[src/rtl/fifo_tx_sequencer.sv]
// Drains a first-word-fall-through byte FIFO under frame control and serializes
// each byte MSB-first onto tx_bit, holding every bit for BIT_DIV clock cycles.
module fifo_tx_sequencer #(
    parameter int DATA_WIDTH = 8,
    parameter int LEN_WIDTH  = 5,
    parameter int BIT_DIV    = 4,
    parameter int STALL_MAX  = 16
) (
    input  logic                  clk,
    input  logic                  reset_n,
    input  logic                  en,
    input  logic                  start,
    input  logic [LEN_WIDTH-1:0]  frame_len,
    input  logic                  fifo_empty,
    input  logic [DATA_WIDTH-1:0] fifo_data,
    output logic                  fifo_read,
    output logic                  tx_bit,
    output logic                  tx_valid,
    output logic                  busy,
    output logic                  done,
    output logic                  underrun
);

    localparam int DIV_W   = (BIT_DIV > 1)    ? $clog2(BIT_DIV)    : 1;
    localparam int BIT_W   = (DATA_WIDTH > 1) ? $clog2(DATA_WIDTH) : 1;
    localparam int STALL_W = (STALL_MAX > 1)  ? $clog2(STALL_MAX)  : 1;

    localparam logic [1:0] S_IDLE  = 2'd0;
    localparam logic [1:0] S_FETCH = 2'd1;
    localparam logic [1:0] S_SHIFT = 2'd2;
    localparam logic [1:0] S_DONE  = 2'd3;

    logic [1:0]            state, state_nxt;
    logic [DATA_WIDTH-1:0] shreg, shreg_nxt;
    logic [BIT_W-1:0]      bit_cnt, bit_cnt_nxt;
    logic [DIV_W-1:0]      div_cnt, div_cnt_nxt;
    logic [STALL_W-1:0]    stall_cnt, stall_cnt_nxt;
    logic [LEN_WIDTH-1:0]  remaining, remaining_nxt;
    logic                  underrun_nxt;
    logic                  load;
    logic                  div_last, bit_last, stall_last;

    assign div_last   = (div_cnt == DIV_W'(BIT_DIV - 1));
    assign bit_last   = (bit_cnt == BIT_W'(DATA_WIDTH - 1));
    assign stall_last = (stall_cnt == STALL_W'(STALL_MAX - 1));

    always_comb begin
        // NOTE: every signal gets a default before the case so no path leaves it unassigned (no latches).
        state_nxt     = state;
        shreg_nxt     = shreg;
        bit_cnt_nxt   = bit_cnt;
        div_cnt_nxt   = div_cnt;
        stall_cnt_nxt = '0;
        remaining_nxt = remaining;
        underrun_nxt  = 1'b0;
        load          = 1'b0;
        fifo_read     = 1'b0;

        case (state)
            S_IDLE: begin
                if (start) begin
                    if (frame_len == '0) begin
                        state_nxt = S_DONE;
                    end else begin
                        state_nxt     = S_FETCH;
                        remaining_nxt = frame_len;
                    end
                end
            end
            S_FETCH: begin
                if (!fifo_empty) begin
                    load      = 1'b1;
                    state_nxt = S_SHIFT;
                end else if (stall_last) begin
                    underrun_nxt = 1'b1;
                    state_nxt    = S_IDLE;
                end else begin
                    stall_cnt_nxt = stall_cnt + 1'b1;
                end
            end
            S_SHIFT: begin
                div_cnt_nxt = div_cnt + 1'b1;
                if (div_last) begin
                    div_cnt_nxt = '0;
                    shreg_nxt   = shreg << 1;
                    bit_cnt_nxt = bit_cnt + 1'b1;
                    if (bit_last) begin
                        // NOTE: blocking assignment here, so the decremented count is visible on the next line.
                        remaining_nxt = remaining - 1'b1;
                        if (remaining_nxt == '0) begin
                            state_nxt = S_DONE;
                        end else if (!fifo_empty) begin
                            load = 1'b1;
                        end else begin
                            state_nxt = S_FETCH;
                        end
                    end
                end
            end
            S_DONE: begin
                state_nxt = S_IDLE;
            end
            default: begin
                state_nxt = S_IDLE;
            end
        endcase

        // Disabling wins over everything: no pop, no pulse, straight back to idle.
        if (!en) begin
            state_nxt    = S_IDLE;
            load         = 1'b0;
            underrun_nxt = 1'b0;
        end

        if (load) begin
            fifo_read   = 1'b1;
            shreg_nxt   = fifo_data;
            bit_cnt_nxt = '0;
            div_cnt_nxt = '0;
        end

        if (state_nxt != S_SHIFT && !load) begin
            shreg_nxt   = '0;
            bit_cnt_nxt = '0;
            div_cnt_nxt = '0;
        end

        if (state_nxt == S_IDLE || state_nxt == S_DONE) begin
            remaining_nxt = '0;
            stall_cnt_nxt = '0;
        end
    end

    always_ff @(posedge clk or negedge reset_n) begin
        if (!reset_n) begin
            state     <= S_IDLE;
            shreg     <= '0;
            bit_cnt   <= '0;
            div_cnt   <= '0;
            stall_cnt <= '0;
            remaining <= '0;
            tx_bit    <= 1'b0;
            tx_valid  <= 1'b0;
            busy      <= 1'b0;
            done      <= 1'b0;
            underrun  <= 1'b0;
        end else begin
            state     <= state_nxt;
            shreg     <= shreg_nxt;
            bit_cnt   <= bit_cnt_nxt;
            div_cnt   <= div_cnt_nxt;
            stall_cnt <= stall_cnt_nxt;
            remaining <= remaining_nxt;
            tx_bit    <= (state_nxt == S_SHIFT) && shreg_nxt[DATA_WIDTH-1];
            tx_valid  <= (state_nxt == S_SHIFT);
            busy      <= (state_nxt == S_FETCH) || (state_nxt == S_SHIFT);
            done      <= (state_nxt == S_DONE);
            underrun  <= underrun_nxt;
        end
    end

endmodule

[config.mk]
export PLATFORM = sky130hd
export DESIGN_NAME = fifo_tx_sequencer
export DESIGN_NICKNAME = d
export VERILOG_FILES = /design/src/rtl/fifo_tx_sequencer.sv
export SDC_FILE = /design/constraint.sdc
export NUM_CORES = 1
export LEC_CHECK = 0
export BUFFER_PORTS_ARGS = -buffer_cell sky130_fd_sc_hd__clkbuf_2
export CAP_MARGIN = 10
export CORE_MARGIN = 10
export CORE_UTILIZATION = 35
export DETAILED_ROUTE_END_ITERATION = 8
export HOLD_SLACK_MARGIN = 0.03
export PLACE_DENSITY = 0.58
export SKIP_CTS_REPAIR_TIMING = 1
export SYNTH_ARGS = -nofsm -noshare
export SYNTH_HDL_FRONTEND = slang
export SYNTH_SLANG_ARGS = --single-unit
[constraint.sdc]
create_clock -name clk -period 5.45 [get_ports clk]
set_input_delay 0.8175 -clock clk [delete_from_list [all_inputs] [get_ports clk]]
set_output_delay 0.8175 -clock clk [all_outputs]
set_load 0.02 [all_outputs]
==> Word level (Yosys, flattened, before mapping) <==
Index checks and enable logic that the tools add are counted.
{ "word_totals": {"ff_bits": 29, "in_bits": 18, "out_inout_bits": 6} }
{ "op_classes": {"addsub": 4, "n_eq_ne": 14, "n_mux": 43, "n_reduce_logical": 14} }
{ "op_table": {"columns": ["op", "count"], "rows": [
  ["$mux 8", 4],
  ["$mux 2", 13],
  ["$mux 5", 5],
  ["$mux 4", 4],
  ["$mux 3", 4],
  ["$ne 3x3->1 const B", 4],
  ["$eq 2x2->1 const B", 5],
  ["$logic_not 5->1", 2],
  ["$mux 1", 10],
  ["$pmux 5 s2", 1],
  ["$reduce_bool 3->1", 3],
  ["$pmux 2 s4", 1],
  ["$reduce_and 5->1", 1],
  ["$sub 5x1->5 const B", 1],
  ["$add 4x1->4 const B", 1],
  ["$eq 2x1->1 const B", 2],
  ["$eq 4x4->1 const B", 1],
  ["$logic_not 2->1", 2],
  ["$add 3x1->3 const B", 1],
  ["$eq 3x3->1 const B", 1],
  ["$add 2x1->2 const B", 1],
  ["$logic_and 1x1->1", 2],
  ["$logic_or 1x1->1", 2],
  ["$ne 2x2->1 const B", 1],
  ["other kinds (3)", 3]
]} }

==> Depth between registers and ports, before layout <==
{ "logic_depth": {"word_depth": 11, "depth_mapped": 12, "ltp_nobuf": 10} }

==> Least setup slack after synthesis <==
No wires, ideal clock.
{ "synth_path": {"path_type": "input-to-reg", "start": "input port frame_len[1]", "end": "register shreg[2]", "setup_ps": 65, "arrival_time_ps": 3052, "required_time_ps": 5385, "slack_ps": 2333, "cell_stages": 9, "path_cell_list": "or3_1 > nor4b_1 > o211a_1 > o2bb2ai_1 > ha_1 > inv_1 > dlygate4sd3_1 > a21oi_1 > mux2_2"} }
{ "synth_between": {"elab_chain_len": 9, "elab_cells_between_ends": 11, "cone_classes": "1 x eq/ne; 5 x mux; 5 x reduce/logical"} }
{ "synth_rtl": {"columns": ["element", "line", "rtl"], "rows": [
  ["from (decl)", "13", "input logic [LEN_WIDTH-1:0] frame_len,"],
  ["$logic_not 5->1 *", "62", "if (frame_len == '0) begin"],
  ["$mux 2 *", "62", null],
  ["$mux 2 *", "61", "if (start) begin"],
  ["$pmux 2 s4 *", "59", "case (state)"],
  ["$mux 2 *", "109", "if (!en) begin"],
  ["named net state_nxt[1]", "33", "logic [1:0] state, state_nxt;"],
  ["$ne 2x2->1 *", "122", "if (state_nxt != S_SHIFT && !load) begin"],
  ["$logic_and 1x1->1 *", "122", null],
  ["$reduce_bool 3->1 (no line)", null, null],
  ["$reduce_and 2->1 (no line)", null, null],
  ["to (signal assigned)", "149", "shreg <= shreg_nxt;"],
  ["to (decl)", "34", "logic [DATA_WIDTH-1:0] shreg, shreg_nxt;"]
]} }
The timed path passes the listed nets; every way through them passes the cells marked *.
A chain may end at the register's enable or synchronous reset.

==> Worst setup path in the final report <==
{ "layout_path": {"start": "register state[0]", "end": "output port fifo_read"} }
{ "layout_between": {"elab_chain_len": 4, "elab_cells_between_ends": 5, "cone_classes": "2 x eq/ne; 3 x mux"} }
{ "layout_rtl": {"columns": ["element", "line", "rtl"], "rows": [
  ["from (decl)", "33", null],
  ["from (signal assigned)", "148", "state <= state_nxt;"],
  ["$eq 2x2->1 / $eq 2x1->1 (equally long branches)", "59", null],
  ["$pmux 1 s2 *", "59", null],
  ["$mux 1 *", "109", null],
  ["$mux 1 *", "115", "if (load) begin"],
  ["to (decl)", "16", "output logic fifo_read,"]
]} }
Mark *: on every way between the ends. The rest lies on a longest branch, timed or not.

==> impl.org <==
** Floorplanning
- Core ar. :: between 0.004 and 0.005 mm2
- Io pins :: 24
- The die is 90.06 um tall.
- Initial core utilization :: approximately 36%
- The die covers 0.008111 mm2.
- X dimension of the die :: between 90 and 100 um
- Num rows :: 25

** Setup path
- Element type at the critical path end :: primary output
- The worst setup path is of the reg2out kind.
- Worst Reg-to-Reg Cells :: 10
- On the worst path, the slowest cell contributes a delay of approximately 0.57 ns.
- Register-to-register setup slack :: around 2.5 ns
- In this run the critical register-to-register path is captured at stall_cnt[3]$_DFF_PN0_.
- The worst setup path is launched from a flip-flop.
- Arrival time worst endpoint :: 2.39 ns
- The most critical setup path has its startpoint at state[0]$_DFF_PN0_.
- Kind of cell with the highest combined delay on the critical path :: adder cells
- For the worst setup path, the data required time is 4.63 ns.
- The slowest stage of the critical path is the ha_1 cell.
- Crit path max fanout :: 19
- Critical path, cell by cell :: inv_1, ha_1, and3_2, o2111a_1, o31ai_4, inv_2, clkbuf_2
- RR Startpoint :: state[0]$_DFF_PN0_
- Counting both buffers and inverters, the worst setup path holds a total of 3.

** Logic synthesis
- Flip-flop and latch count after synthesis :: 29
- For this run, asynchronously set or reset flops after synthesis account for 100.0%.
- Count of different cell masters after synthesis :: 42
- Of the synthesized area, sequential elements account for between 40 and 50%.
- For this run, the number of Yosys warnings is 0.
- Number of nets produced by synthesis :: between 200 and 250
- The mapped netlist covers about 0.0017 mm2.
- Post-Syn Instances :: roughly 170
- Most used DFF post-synth :: dfrtp_1
- Synth Area per Inst :: around 10 um2
- Post-synth EDFFs :: 0

** Timing
- Max Fclk :: 0.3120 GHz
- Setup violations remaining at the end of the flow were counted as 0.
- The worst path in the final design needs a cycle of 3.205 ns, including I/O delays and setup.
- Minimum setup slack in the final design :: approximately 2.2 ns
- After layout, the worst path uses 58.81% of the clock period.
- Clock skew :: 0.006058 ns
- Worst Tran Pin Value :: about 0.73 ns
- Setup repair after global routing left no endpoint under its margin.
- Sum Neg Setup Slack :: 0 ns
- Relative slew slack :: between 50% and 60%
- Fin. Hold Viols :: 0
- The final-report max-slew violation count came to 0.

** Routing
- Total via count after detailed routing :: around 1,300
- First-pass iteration count of the detailed router :: 4
- In the routed design, unresolved DRC markers number 0.
- Violation count after the first detailed-route iteration :: 66
- Using the TritonRoute via totals, the vias-per-cell ratio works out to ~5.
- DRT antenna net count :: 0
- Summed over all layers, the routed wires come to ~3.7 mm.
- Final routed wire length divided by cell count :: about 14 um

** Clock network
- Largest buffer count on any clock path :: 2
- The clock drives 29 sinks.
- The clock tree synthesis step divided the H-tree into 2 levels.
- Latest clock arrival within the worst-skew pair :: approximately 0.28 ns
- TritonCTS built the clock tree.
- Clock-pin slew was measured on the worst setup and hold paths at 0.06 ns.
- In this run the clock root is driven by a clkbuf_8.
- Num CTS Buffers :: 5

** Final layout
- In the final layout, the multi-input gates occupy about 910 um2.
- From synthesis to final layout, the design area changed by 16.53%.
- Share of post-route cells with drive strength above 1 :: between 20% and 30%
- The top cell types in the final layout, fill and taps aside, are dfrtp_1 (29), clkbuf_2 (23), nand2_1 (21).
- Summing all flip-flop and latch instances after layout gives slightly above 700 um2.
- Number of inserted diodes :: 0
- Final nets :: ~230
- Count of fill cells added during filler insertion :: slightly above 500
- The library cell used most frequently in the layout, excluding fill and tap cells, is dfrtp_1.

** GRT
- Pin count of the biggest net entering global routing :: 30
- All-layer global routing usage :: ~9.7%
- Overflow after GRT :: 0
- The first global-routing pass estimated 6.479 mm of wire.
- The via count of the first global-routing pass came to roughly 1,400.
- The initial antenna violation count was 0.

** Power
- In this run the static leakage power is 0.9782 nW.
- The worst-case IR drop observed on VDD is ~0.23 mV.
- Total power per unit cell area :: roughly 430 mW/mm2

** Placement
- Setup WS pre-CTS :: between 2 and 2.5 ns
- Port Buffer Count :: 23
- After legalization and detailed placement, the total HPWL measured between 2 and 3 mm.
- The congestion estimate from routability-driven global placement came to 0.7272.

** Worst hold path
- HP Class :: reg2reg
- Worst min-delay path endpoint :: stall_cnt[3]$_DFF_PN0_
- Counting instances, the worst hold path has a depth of 1.
- In this run the most critical hold path is launched from stall_cnt[3]$_DFF_PN0_.

** Run
- The tool flagged a number of max-cap violations equal to 0.

** Status
- The flow ran to the end, and the final reports show no timing, DRC or antenna violations.
## cell type report
| type | count | share of cell area [%] |
|---|---|---|
| timing repair buffer | 23 | 5.750 |
| sequential | 29 | 36.25 |
| inverter | 14 | 2.625 |
| clock buffer | 7 | 4.313 |
| tap | 67 | 4.188 |
| multi-input combinational | 125 | 45.37 |
| clock inverter | 1 | 1.500 |
## power by group
group | switching (W) | internal (W)
registers | 0.0000346 | 0.000250
logic | 0.000213 | 0.000136
clock network | 0.0000799 | 0.000149
total | 0.000328 | 0.000535
## sequential cells by signal (all words and copies together), names as in the netlist
register,cells
shreg,8
underrun,1
tx_bit,1
remaining,5
bit_cnt,3
tx_valid,1
stall_cnt,4
div_cnt,2
done,1
busy,1
state,2
## cell families after synthesis
family	after synthesis	share of synthesized area (%)
buffers and inverters	18	4.880
AOI/OAI and AO/OA	44	17.92
muxes	16	10.12
and+or+nand+nor	51	15.08
DFF	29	42.24
xor gates and xnor gates	2	1.020
adders and majority gates	12	8.740
## per-stage QoR
| step | area (um2) | utilization [%] | total power [W] | instances | hold WS [ns] |
|---|---|---|---|---|---|
| floorplan | 1718 | - | 0.0005450 | 172 | 0.4516 |
| global placement | 1886 | 39.66 | 0.0006422 | 258 | 0.4883 |
| detailed placement | 1886 | 39.66 | 0.0006369 | 258 | 0.4947 |
| CTS | 2002 | 42.11 | 0.0008703 | 266 | 0.5042 |
| global route | 2002 | 42.11 | 0.0009345 | 266 | 0.5199 |
| finish | 2002 | 42.11 | 0.0008627 | 266 | 0.5007 |
## worst max-delay path by stage
stage | depth (start not counted) | end | slack [ns]
after global placement | 9 | stall_cnt[3]$_DFF_PN0_ | 2.29
after floorplan | 9 | shreg[2]$_DFFE_PN0P_ | 2.33
final | 7 | fifo_read | 2.25
after detailed placement | 9 | stall_cnt[3]$_DFF_PN0_ | 2.25
after CTS | 7 | fifo_read | 2.22
after global routing | 7 | fifo_read | 2.05
## synth_stat cells (2+ instances only)
master	instances	area, um2
nand3_1	2	10.01
mux2i_1	5	50.05
mux2_2	11	123.9
o211ai_1	3	22.52
nor3_1	7	35.03
ha_1	12	150.1
o21ai_0	12	60.06
nor4b_1	2	17.52
a21oi_1	13	65.06
xnor2_1	2	17.52
and3_1	2	12.51
buf_2	2	10.01
o31a_2	2	20.02
o211a_1	3	30.03
inv_1	13	48.80
nand2_1	21	78.83
dfrtp_1	29	725.7
or3_1	2	12.51
nor2_1	5	18.77
a311oi_1	2	17.52
## layer usage
| metal | vias to the layer above | wire length, um | part of all wire, % | GRT usage (%) |
|---|---|---|---|---|
| li1 | 667 | - | - | - |
| met1 | 614 | 1774 | 48 | 11.33 |
| met2 | 23 | 1657 | 45 | 15.56 |
| met3 | 5 | 180 | 4.9 | 3.907 |
| met4 | 0 | 52 | 1.4 | 3.581 |
| met5 | - | 0 | 0 | 0 |
Power figures use the tool's default switching activity.
